$ cat src/rtl/llr_min_search.sv
// llr_min_search
//   Max-log LLR stage fed by the metric calculation array. One frame of up
//   to sym_num unsigned symbol metrics is captured together with a mode
//   code. The metrics are then swept LANES at a time. For every bit
//   position the block tracks the smallest metric among symbols whose label
//   bit is 0 (min0) and among those whose label bit is 1 (min1). It then
//   emits LLR_k = min1_k - min0_k.
//
//   Optional build macro: LLR_CLIP_EN
//     defined   -> each LLR is saturated to [-LLR_CLIP, +LLR_CLIP]
//     undefined -> full LLR_wordlength difference, LLR_CLIP unused
//
// Ports
//   clk         in   rising-edge clock
//   rst_n       in   synchronous active-low reset
//   in_valid    in   frame present on metric_bus / mode
//   in_ready    out  block can accept a frame (low while rst_n is low)
//   mode        in   0=QPSK 1=8PSK 2=16APSK 3=32APSK 4..7=64APSK
//   metric_bus  in   metric of symbol i at [i*wordlength +: wordlength]
//   out_valid   out  llr_bus holds a result
//   out_ready   in   consumer accepts the result
//   llr_bus     out  LLR of bit k at [k*LLR_wordlength +: LLR_wordlength]
//   busy        out  high while sweeping or holding a result
module llr_min_search #(
    parameter int wordlength     = 18,
    parameter int LLR_wordlength = 19,
    parameter int sym_num        = 64,
    parameter int bit_num        = 6,
    parameter int LANES          = 8,
    parameter int LLR_CLIP       = 65535
) (
    input  logic                                clk,
    input  logic                                rst_n,
    input  logic                                in_valid,
    output logic                                in_ready,
    input  logic [2:0]                          mode,
    input  logic [sym_num*wordlength-1:0]       metric_bus,
    output logic                                out_valid,
    input  logic                                out_ready,
    output logic [bit_num*LLR_wordlength-1:0]   llr_bus,
    output logic                                busy
);

    localparam int SW    = $clog2(sym_num);
    localparam int SYM_W = SW + 1;
    localparam int CNT_W = $clog2(sym_num / LANES + 1);

    localparam logic [1:0] S_IDLE  = 2'd0;
    localparam logic [1:0] S_SWEEP = 2'd1;
    localparam logic [1:0] S_DONE  = 2'd2;

    localparam logic [wordlength-1:0] MIN_INIT = {wordlength{1'b1}};

`ifdef LLR_CLIP_EN
    localparam logic signed [LLR_wordlength-1:0] CLIP_POS = LLR_wordlength'(LLR_CLIP);
    localparam logic signed [LLR_wordlength-1:0] CLIP_NEG = -CLIP_POS;
`endif

    // Reject parameter sets that could overflow the LLR or leave a partial group.
    if (LLR_wordlength < wordlength + 1 || (sym_num % LANES) != 0 ||
        LLR_CLIP < 1 || LLR_CLIP >= 2 ** (LLR_wordlength - 1)) begin : g_bad_cfg
        $error("llr_min_search: inconsistent parameter set");
    end

    logic [1:0]                        state_q, state_d;
    logic [CNT_W-1:0]                  cnt_q, cnt_d;
    logic [2:0]                        mode_q, mode_d;
    logic                              out_valid_q, out_valid_d;
    logic [wordlength-1:0]             metric_q [sym_num];
    logic [wordlength-1:0]             min0_q [bit_num];
    logic [wordlength-1:0]             min0_d [bit_num];
    logic [wordlength-1:0]             min1_q [bit_num];
    logic [wordlength-1:0]             min1_d [bit_num];
    logic signed [LLR_wordlength-1:0]  llr_q [bit_num];
    logic signed [LLR_wordlength-1:0]  llr_d [bit_num];

    logic [2:0]                        mode_eff_s;
    logic [SYM_W-1:0]                  sym_cnt_s;
    logic [2:0]                        bit_cnt_s;
    logic [CNT_W-1:0]                  grp_cnt_s;
    logic [SYM_W-1:0]                  lane_idx_s [LANES];
    logic [wordlength-1:0]             lane_metric_s [LANES];
    logic                              lane_use_s [LANES];
    logic [wordlength-1:0]             grp_min0_s [bit_num];
    logic [wordlength-1:0]             grp_min1_s [bit_num];
    logic signed [LLR_wordlength-1:0]  diff_s [bit_num];
    logic signed [LLR_wordlength-1:0]  llr_val_s [bit_num];

    assign in_ready  = rst_n & (state_q == S_IDLE);
    assign busy      = (state_q == S_SWEEP) | (state_q == S_DONE);
    assign out_valid = out_valid_q;

    for (genvar gk = 0; gk < bit_num; gk++) begin : g_llr_out
        assign llr_bus[gk*LLR_wordlength +: LLR_wordlength] = llr_q[gk];
    end

    // Mode decoding: codes above 4 alias 64APSK; symbol/bit/group counts from the captured mode.
    always_comb begin
        mode_eff_s = (mode > 3'd4) ? 3'd4 : mode;
        sym_cnt_s  = SYM_W'(3'd4) << mode_q;
        bit_cnt_s  = mode_q + 3'd2;
        // Fewer symbols than lanes (QPSK) still needs one sweep cycle.
        grp_cnt_s  = (sym_cnt_s < SYM_W'(LANES)) ? CNT_W'(1)
                                                 : CNT_W'(sym_cnt_s / SYM_W'(LANES));
    end

    // Lane fetch: symbol index, metric and in-constellation flag for each lane of the current group.
    always_comb begin
        for (int l = 0; l < LANES; l++) begin
            lane_idx_s[l]    = SYM_W'(cnt_q) * SYM_W'(LANES) + SYM_W'(l);
            lane_metric_s[l] = metric_q[lane_idx_s[l][SW-1:0]];
            lane_use_s[l]    = (lane_idx_s[l] < sym_cnt_s);
        end
    end

    // Group reduction: fold the active lanes into the running per-bit minima.
    always_comb begin
        for (int k = 0; k < bit_num; k++) begin
            grp_min0_s[k] = min0_q[k];
            grp_min1_s[k] = min1_q[k];
            for (int l = 0; l < LANES; l++) begin
                grp_min1_s[k] = (lane_use_s[l] && lane_idx_s[l][k] &&
                                 (lane_metric_s[l] < grp_min1_s[k])) ? lane_metric_s[l]
                                                                     : grp_min1_s[k];
                grp_min0_s[k] = (lane_use_s[l] && !lane_idx_s[l][k] &&
                                 (lane_metric_s[l] < grp_min0_s[k])) ? lane_metric_s[l]
                                                                     : grp_min0_s[k];
            end
        end
    end

    // LLR formation: zero-extended difference, optional saturation, unused bits forced to zero.
    always_comb begin
        for (int k = 0; k < bit_num; k++) begin
            diff_s[k] = LLR_wordlength'(min1_q[k]) - LLR_wordlength'(min0_q[k]);
`ifdef LLR_CLIP_EN
            llr_val_s[k] = (diff_s[k] > CLIP_POS) ? CLIP_POS :
                           (diff_s[k] < CLIP_NEG) ? CLIP_NEG : diff_s[k];
`else
            llr_val_s[k] = diff_s[k];
`endif
            llr_val_s[k] = (3'(k) < bit_cnt_s) ? llr_val_s[k] : '0;
        end
    end

    // Control FSM next-state: accept, sweep groups, one extra cycle to form the LLRs, hold until taken.
    always_comb begin
        state_d     = state_q;
        cnt_d       = cnt_q;
        mode_d      = mode_q;
        out_valid_d = out_valid_q;
        min0_d      = min0_q;
        min1_d      = min1_q;
        llr_d       = llr_q;
        case (state_q)
            S_IDLE: begin
                if (in_valid) begin
                    state_d = S_SWEEP;
                    cnt_d   = '0;
                    mode_d  = mode_eff_s;
                    for (int k = 0; k < bit_num; k++) begin
                        min0_d[k] = MIN_INIT;
                        min1_d[k] = MIN_INIT;
                    end
                end else begin
                    state_d = S_IDLE;
                end
            end
            S_SWEEP: begin
                // cnt_q == group count means every group has been folded in.
                if (cnt_q == grp_cnt_s) begin
                    llr_d       = llr_val_s;
                    out_valid_d = 1'b1;
                    state_d     = S_DONE;
                end else begin
                    min0_d = grp_min0_s;
                    min1_d = grp_min1_s;
                    cnt_d  = cnt_q + CNT_W'(1);
                end
            end
            S_DONE: begin
                if (out_ready) begin
                    out_valid_d = 1'b0;
                    state_d     = S_IDLE;
                end else begin
                    state_d = S_DONE;
                end
            end
            default: begin
                out_valid_d = 1'b0;
                state_d     = S_IDLE;
            end
        endcase
    end

    // State, minima and result registers with synchronous reset.
    always_ff @(posedge clk) begin
        if (!rst_n) begin
            state_q     <= S_IDLE;
            cnt_q       <= '0;
            mode_q      <= 3'd0;
            out_valid_q <= 1'b0;
            for (int k = 0; k < bit_num; k++) begin
                min0_q[k] <= MIN_INIT;
                min1_q[k] <= MIN_INIT;
                llr_q[k]  <= '0;
            end
        end else begin
            state_q     <= state_d;
            cnt_q       <= cnt_d;
            mode_q      <= mode_d;
            out_valid_q <= out_valid_d;
            min0_q      <= min0_d;
            min1_q      <= min1_d;
            llr_q       <= llr_d;
        end
    end

    // Metric capture on frame acceptance; pure datapath storage, so it carries no reset.
    always_ff @(posedge clk) begin
        if (rst_n && (state_q == S_IDLE) && in_valid) begin
            for (int i = 0; i < sym_num; i++) begin
                metric_q[i] <= metric_bus[i*wordlength +: wordlength];
            end
        end
    end

endmodule

$ cat config.mk
export PLATFORM = sky130hd
export DESIGN_NAME = llr_min_search
export DESIGN_NICKNAME = d
export VERILOG_FILES = /design/src/rtl/llr_min_search.sv
export SDC_FILE = /design/constraint.sdc
export NUM_CORES = 2
export LEC_CHECK = 0
export BUFFER_PORTS_ARGS = -buffer_cell sky130_fd_sc_hd__buf_2
export CAP_MARGIN = 15
export CORE_ASPECT_RATIO = 0.9
export CORE_MARGIN = 3
export CORE_UTILIZATION = 35
export CTS_CLUSTER_SIZE = 20
export DETAILED_ROUTE_END_ITERATION = 16
export GPL_TIMING_DRIVEN = 0
export PLACE_DENSITY = 0.57
export SYNTH_ARGS = -nofsm -noshare
export SYNTH_HDL_FRONTEND = slang
export SYNTH_SLANG_ARGS = --single-unit
export TNS_END_PERCENT = 50
$ cat constraint.sdc
create_clock -name clk -period 34.3 [get_ports clk]
set_input_delay 3.43 -clock clk [delete_from_list [all_inputs] [get_ports clk]]
set_output_delay 3.43 -clock clk [all_outputs]
set_load 0.05 [all_outputs]
# == Yosys cells after proc, flatten, opt, wreduce, memory -nomap -nowiden ==
# Memories as Yosys holds them, arrays and structs flattened. A register that Yosys moved wholly into a read port is not among the register bits.
# Cells that the tools add are included.
# op_classes
bitwise_logic,3
shifts,1
order_cmp,109
n_addsub,15
n_reduce_logical,236
eq_ne,7
n_mux,120
# ops
op,count
18-bit less-than comparator,93
18-bit 2-to-1 mux,93
108-bit case mux with 2 select lines,2
108-bit 2-to-1 mux,3
1-bit logical AND,185
19-bit 2-to-1 mux,6
18-bit by 18-bit subtractor with 19-bit output,6
7-bit less-than comparator,8
1-bit zero test,45
"7-bit by 3-bit adder with 7-bit output, second input constant",4
"7-bit by 2-bit adder with 7-bit output, second input constant",2
4-bit 2-to-1 mux,3
6-bit 2-to-1 mux,2
4-bit case mux with 2 select lines,1
"7-bit by 1-bit adder with 7-bit output, second input constant",1
"7-bit by 4-bit less-than comparator with 1-bit output, second input constant",1
"3-bit by 3-bit << shifter with 7-bit output, first input constant",1
"1-bit by 3-bit less-than comparator with 1-bit output, first input constant",2
"2-bit by 3-bit less-than comparator with 1-bit output, first input constant",2
"3-bit less-than comparator, first input constant",2
"2-bit inequality test, second input constant",3
2-bit case mux with 3 select lines,1
3-bit AND reduction,2
1-bit 2-to-1 mux,5
16 further kinds,18
# word_totals
reg_bits,340
memories,1
word_cells,514
out_inout_bits,117
mem_bits_rw,1152
# mem_list
name,depth,word_bits,read_ports,rd_ports_with_merged_regs,write_ports,line_no,rtl
metric_q,64,18,8,1,64,69,logic [wordlength-1:0] metric_q [sym_num];

# == Longest topological paths before layout ==
# logic_depth
word_depth,28
ltp_mapped,118
mapped_depth_nobuf,106

# == Least setup slack after synthesis ==
# No wires, ideal clock.
# synth_path
kind,in2reg
from,input port rst_n
to,memory metric_q[0][0] (enable)
setup_slack_ns,2.581
arrival_ns,30.028
setup_ns,1.691
required_time_ns,32.609
n_path_buf,2
stages,3
cell_sequence,clkbuf_1 clkbuf_1 and3_1
# synth_lines
item,line_no,rtl
"start, declared",33,"input logic rst_n,"
"end, declared",69,

# == Worst setup path in the final report ==
# layout_path
from,register cnt_q[1]
to,register min1_q[16] (netlist name)
# layout_between
elab_chain_len,27
# layout_rtl
item,line_no,rtl
"start, declared",66,"logic [CNT_W-1:0] cnt_q, cnt_d;"
"start signal, assigned",210,cnt_q <= cnt_d;
"parallel branches: the longest is 27 deep, another holds memory read 64 x 18 bit",--,
"end signal, assigned",214,min1_q <= min1_d;
"end, declared",72,logic [wordlength-1:0] min1_q [bit_num];
# Several ways; the timed one is not identified. The select of a mux whose other input is x is not followed.
# A chain may end at the register's enable or synchronous reset.

==> results.yml <==
yosys:
  avgSynthCellArea_um2: 11.0
  ys.flop_type: "edfxtp_1"
  syn_nets: 11874
  synth_top_area_cell: "edfxtp_1"
  synthTopCellsByArea: "edfxtp_1 (33%), ha_1 (15%), dfxtp_1 (6.6%), mux4_2 (6.3%), mux2_2 (4.8%)"
  synth_edf_count: 1152
  async_reset_ff_share_pct: 0
  ys_warn_count: 0
  ys_types: 124
  synth_top_area_share_pct: 33.4
  yosys_register_bits: 1495
  synth_area_um2: 104000
  yosysSeqAreaShare_pct: 40.0
  syn-instance-count: 9430
sta:
  setup_viol_count_final: 0
  finalCritPeriodShare_pct: 95.8
  layout_min_cycle_time_ns: 32.85
  fmax_mhz: 30.4
  fin_skew_ns: 0.0586
  rsz0062_at_grt: "false"
  hold_violations: 0
  worst_hold_slack_ns: 0.469
  drv_slew: 0
  tightest_slew_ns: 1.43
  slew_headroom_pct: 4.34
  worst_slack_ns: 1.45
global_route:
  grt_pass1_vias: 88287
  grt.total_usage_pct: 41.5
  grt_pass1_wl_um: 836000
  grt_max_degree: 76
  grt_overflow: 0
  antenna_found_initial: 186
worst_setup_path:
  cp_num_buf_inv: 19
  reg2reg_to: "min1_q[16]$_SDFFE_PN1P_"
  r2r-start: "cnt_q[1]$_SDFFE_PN0P_"
  cpMostUsedCell: "o21ai_0"
  r2r_setup_slack_ns: 1.45
  slowest_delay_ns: 0.91
  required_ns: 35.13
  start_kind: "flop"
  endpoint_kind: "flop"
  crit_path_top_delay_cell: "o21ai_0"
  critPathTopFamily: "compound AO/OA/AOI/OAI gates"
  critical_path_arrival_ns: 33.68
  crit_type: "reg -> reg"
  r2r_cells: 105
  cp_max_fo: 11
route:
  ant_nets: 0
  first_iter_violations: 13392
  routedWlPerCell_um: 43.2
  via_per_inst: 6.26
  first_pass_iters: 7
  remaining_drc_errors: 0
  drt-total-wl_um: 654000
  vias: 94729
finish:
  drive_gt1_share_pct: 24.3
  final_net_count: 13467
  fin_area_um2: 123000
  area_delta_synth_final_pct: 18.9
  nFillCells: 28114
clocking:
  clk_latency_ns: 0.90
  cts-root-buf: "clkbuf_16"
  cts_sinks: 1495
  numCtsBuffers: 166
  ctsResizeCount: 0
  h-tree-depth: 4
  cts_hold_buf: 0
  cts_tree: "done"
  clk_pin_slew_ns: 0.08
  ctsLongestPathBuffers: 4
  post_cts_buffers: 0
power_and_ir_drop:
  p_switching_w: 0.00457
  p_leak_nw: 52.3
  p_sw_share_pct: 49.0
  ir_drop_uv: 79.9
  comb_power_share_pct: 57.3
  p_seq_share_pct: 23.4
  clkPwrFrac_pct: 19.3
  powerDensity_nw_per_um2: 75.6
  power.internal_w: 0.00475
worst_hold_path:
  hold_path_class: "reg -> reg"
  worstHoldStart: "llr_bus[95]$_SDFFE_PN0P_"
  hold_depth: 2
  min_to: "llr_bus[95]$_SDFFE_PN0P_"
place:
  port_buffers: 1275
  pre_cts_ws_ns: 2.04
  gp_congestion: 1.05
  dpl_cell_area_um2: 118000
  hpwl_um: 536000
floorplan:
  core_um2: 293000
  dieArea_um2: 303000
  die_h_um: 522
  io_pins: 1276
  initial_core_util_pct: 35.4
  rows: 188
  die_w_um: 580
outcome:
  status: "finished clean"
job:
  drv_cap: 0
## power groups by stage
stage / combinational (W) / clock (W) / sequential, W
global route: 0.00549 / 0.00189 / 0.00218
finish: 0.00534 / 0.00180 / 0.00218
detailed placement: 0.00498 / 0 / 0.00222
floorplan: 0.00268 / 0 / 0.00231
global placement: 0.00482 / 0 / 0.00241
CTS: 0.00501 / 0.00182 / 0.00218
## worst max-delay path by stage
stage                           endpoint                  start  depth (start not counted)
2_1_floorplan   metric_q[0][0]$_DFFE_PP_                  rst_n                          3
3_3_place_gp   metric_q[3][13]$_DFFE_PP_                  rst_n                          4
3_5_place_dp     min1_q[16]$_SDFFE_PN1P_  cnt_q[1]$_SDFFE_PN0P_                        106
4_1_cts          min1_q[16]$_SDFFE_PN1P_  cnt_q[1]$_SDFFE_PN0P_                        106
5_1_grt          min1_q[16]$_SDFFE_PN1P_  cnt_q[0]$_SDFFE_PN0P_                        105
6_report         min1_q[16]$_SDFFE_PN1P_  cnt_q[1]$_SDFFE_PN0P_                        105
## cell usage in the layout (no fill, tap or decap), drive strengths merged, types with 105 or more instances in the layout
cell type  instances
nand2b           109
inv              451
edfxtp          1152
o21ai            454
mux2i            262
a21oi            723
a21o             316
dfxtp            343
nand2            601
mux2             469
nor2b            226
and2             105
clkbuf           549
buf             1531
ha              1279
mux4             288
nand3            153
nor2             546
nand4            226
## sequential cells by signal, indices dropped and copies added, names as in the netlist, named ones only
signal,flops
mode_q,3
state_q,2
out_valid,1
min0_q,108
llr_bus,114
min1_q,108
metric_q,1152
cnt_q,4
## metal layers
layer / wire, um / vias up / GRT usage [%] / part of all wire, %
met3: 74300 / 1443 / 14.6 / 11
li1: - / 39557 / - / -
met5: 965 / - / 0 / 0.15
met2: 266000 / 6466 / 59.3 / 41
met4: 49200 / 116 / 26.0 / 7.5
met1: 264000 / 47147 / 53.4 / 40
## synth_stat cells, types with 84 or more instances
cell type	n
o21ai_0	430
a21oi_1	719
mux2_2	446
nand4_1	226
a22oi_1	86
a21o_1	316
clkbuf_1	337
inv_1	445
and2_1	96
o21a_1	84
nor2b_1	226
mux4_2	288
mux2i_1	260
nand3_1	153
nor2_1	544
ha_1	1279
dfxtp_1	343
nand2b_1	109
nand2_1	599
edfxtp_1	1152
## cell families after synthesis
kind of cell | Yosys count | synth area share [%]
flip-flops | 1495 | 40.0
AND/OR/NAND/NOR | 2198 | 10.4
buffers and inverters | 895 | 3.33
adder cells (fa/ha/maj) | 1290 | 15.6
XOR/XNOR | 102 | 0.862
multiplexers | 1019 | 13.9
AO/OA/AOI/OAI | 2431 | 16.0
## per-stage QoR
| step | setup TNS (ns) | utilization (%) | total power [W] | cells |
|---|---|---|---|---|
| finish | 0 | 42.1 | 0.00932 | 15123 |
| global route | 0 | 42.0 | 0.00956 | 15069 |
| CTS | 0 | 42.0 | 0.00900 | 15027 |
| detailed placement | 0 | 40.1 | 0.00720 | 14733 |
| global placement | -8286.15 | 39.2 | 0.00724 | 14600 |
| floorplan | 0 | - | 0.00499 | 9430 |
## worst min-delay path: stages (launching register included)
cell and delay, ns:
dfxtp_1 0.31, nand2_1 0.05, a21boi_0 0.06
## final cells by class
class	instances	area (um^2)	area share [%]
inverter	449	1690	1.37
clock buffer	209	4420	3.58
multi-input combinational	7040	59100	48.0
tap	3895	4870	3.95
buffer	446	1770	1.44
antenna	79	198	0.160
sequential	1495	41500	33.6
clock inverter	85	912	0.740
timing repair buffer	1425	8870	7.19
(Power assumes the default switching activity.)
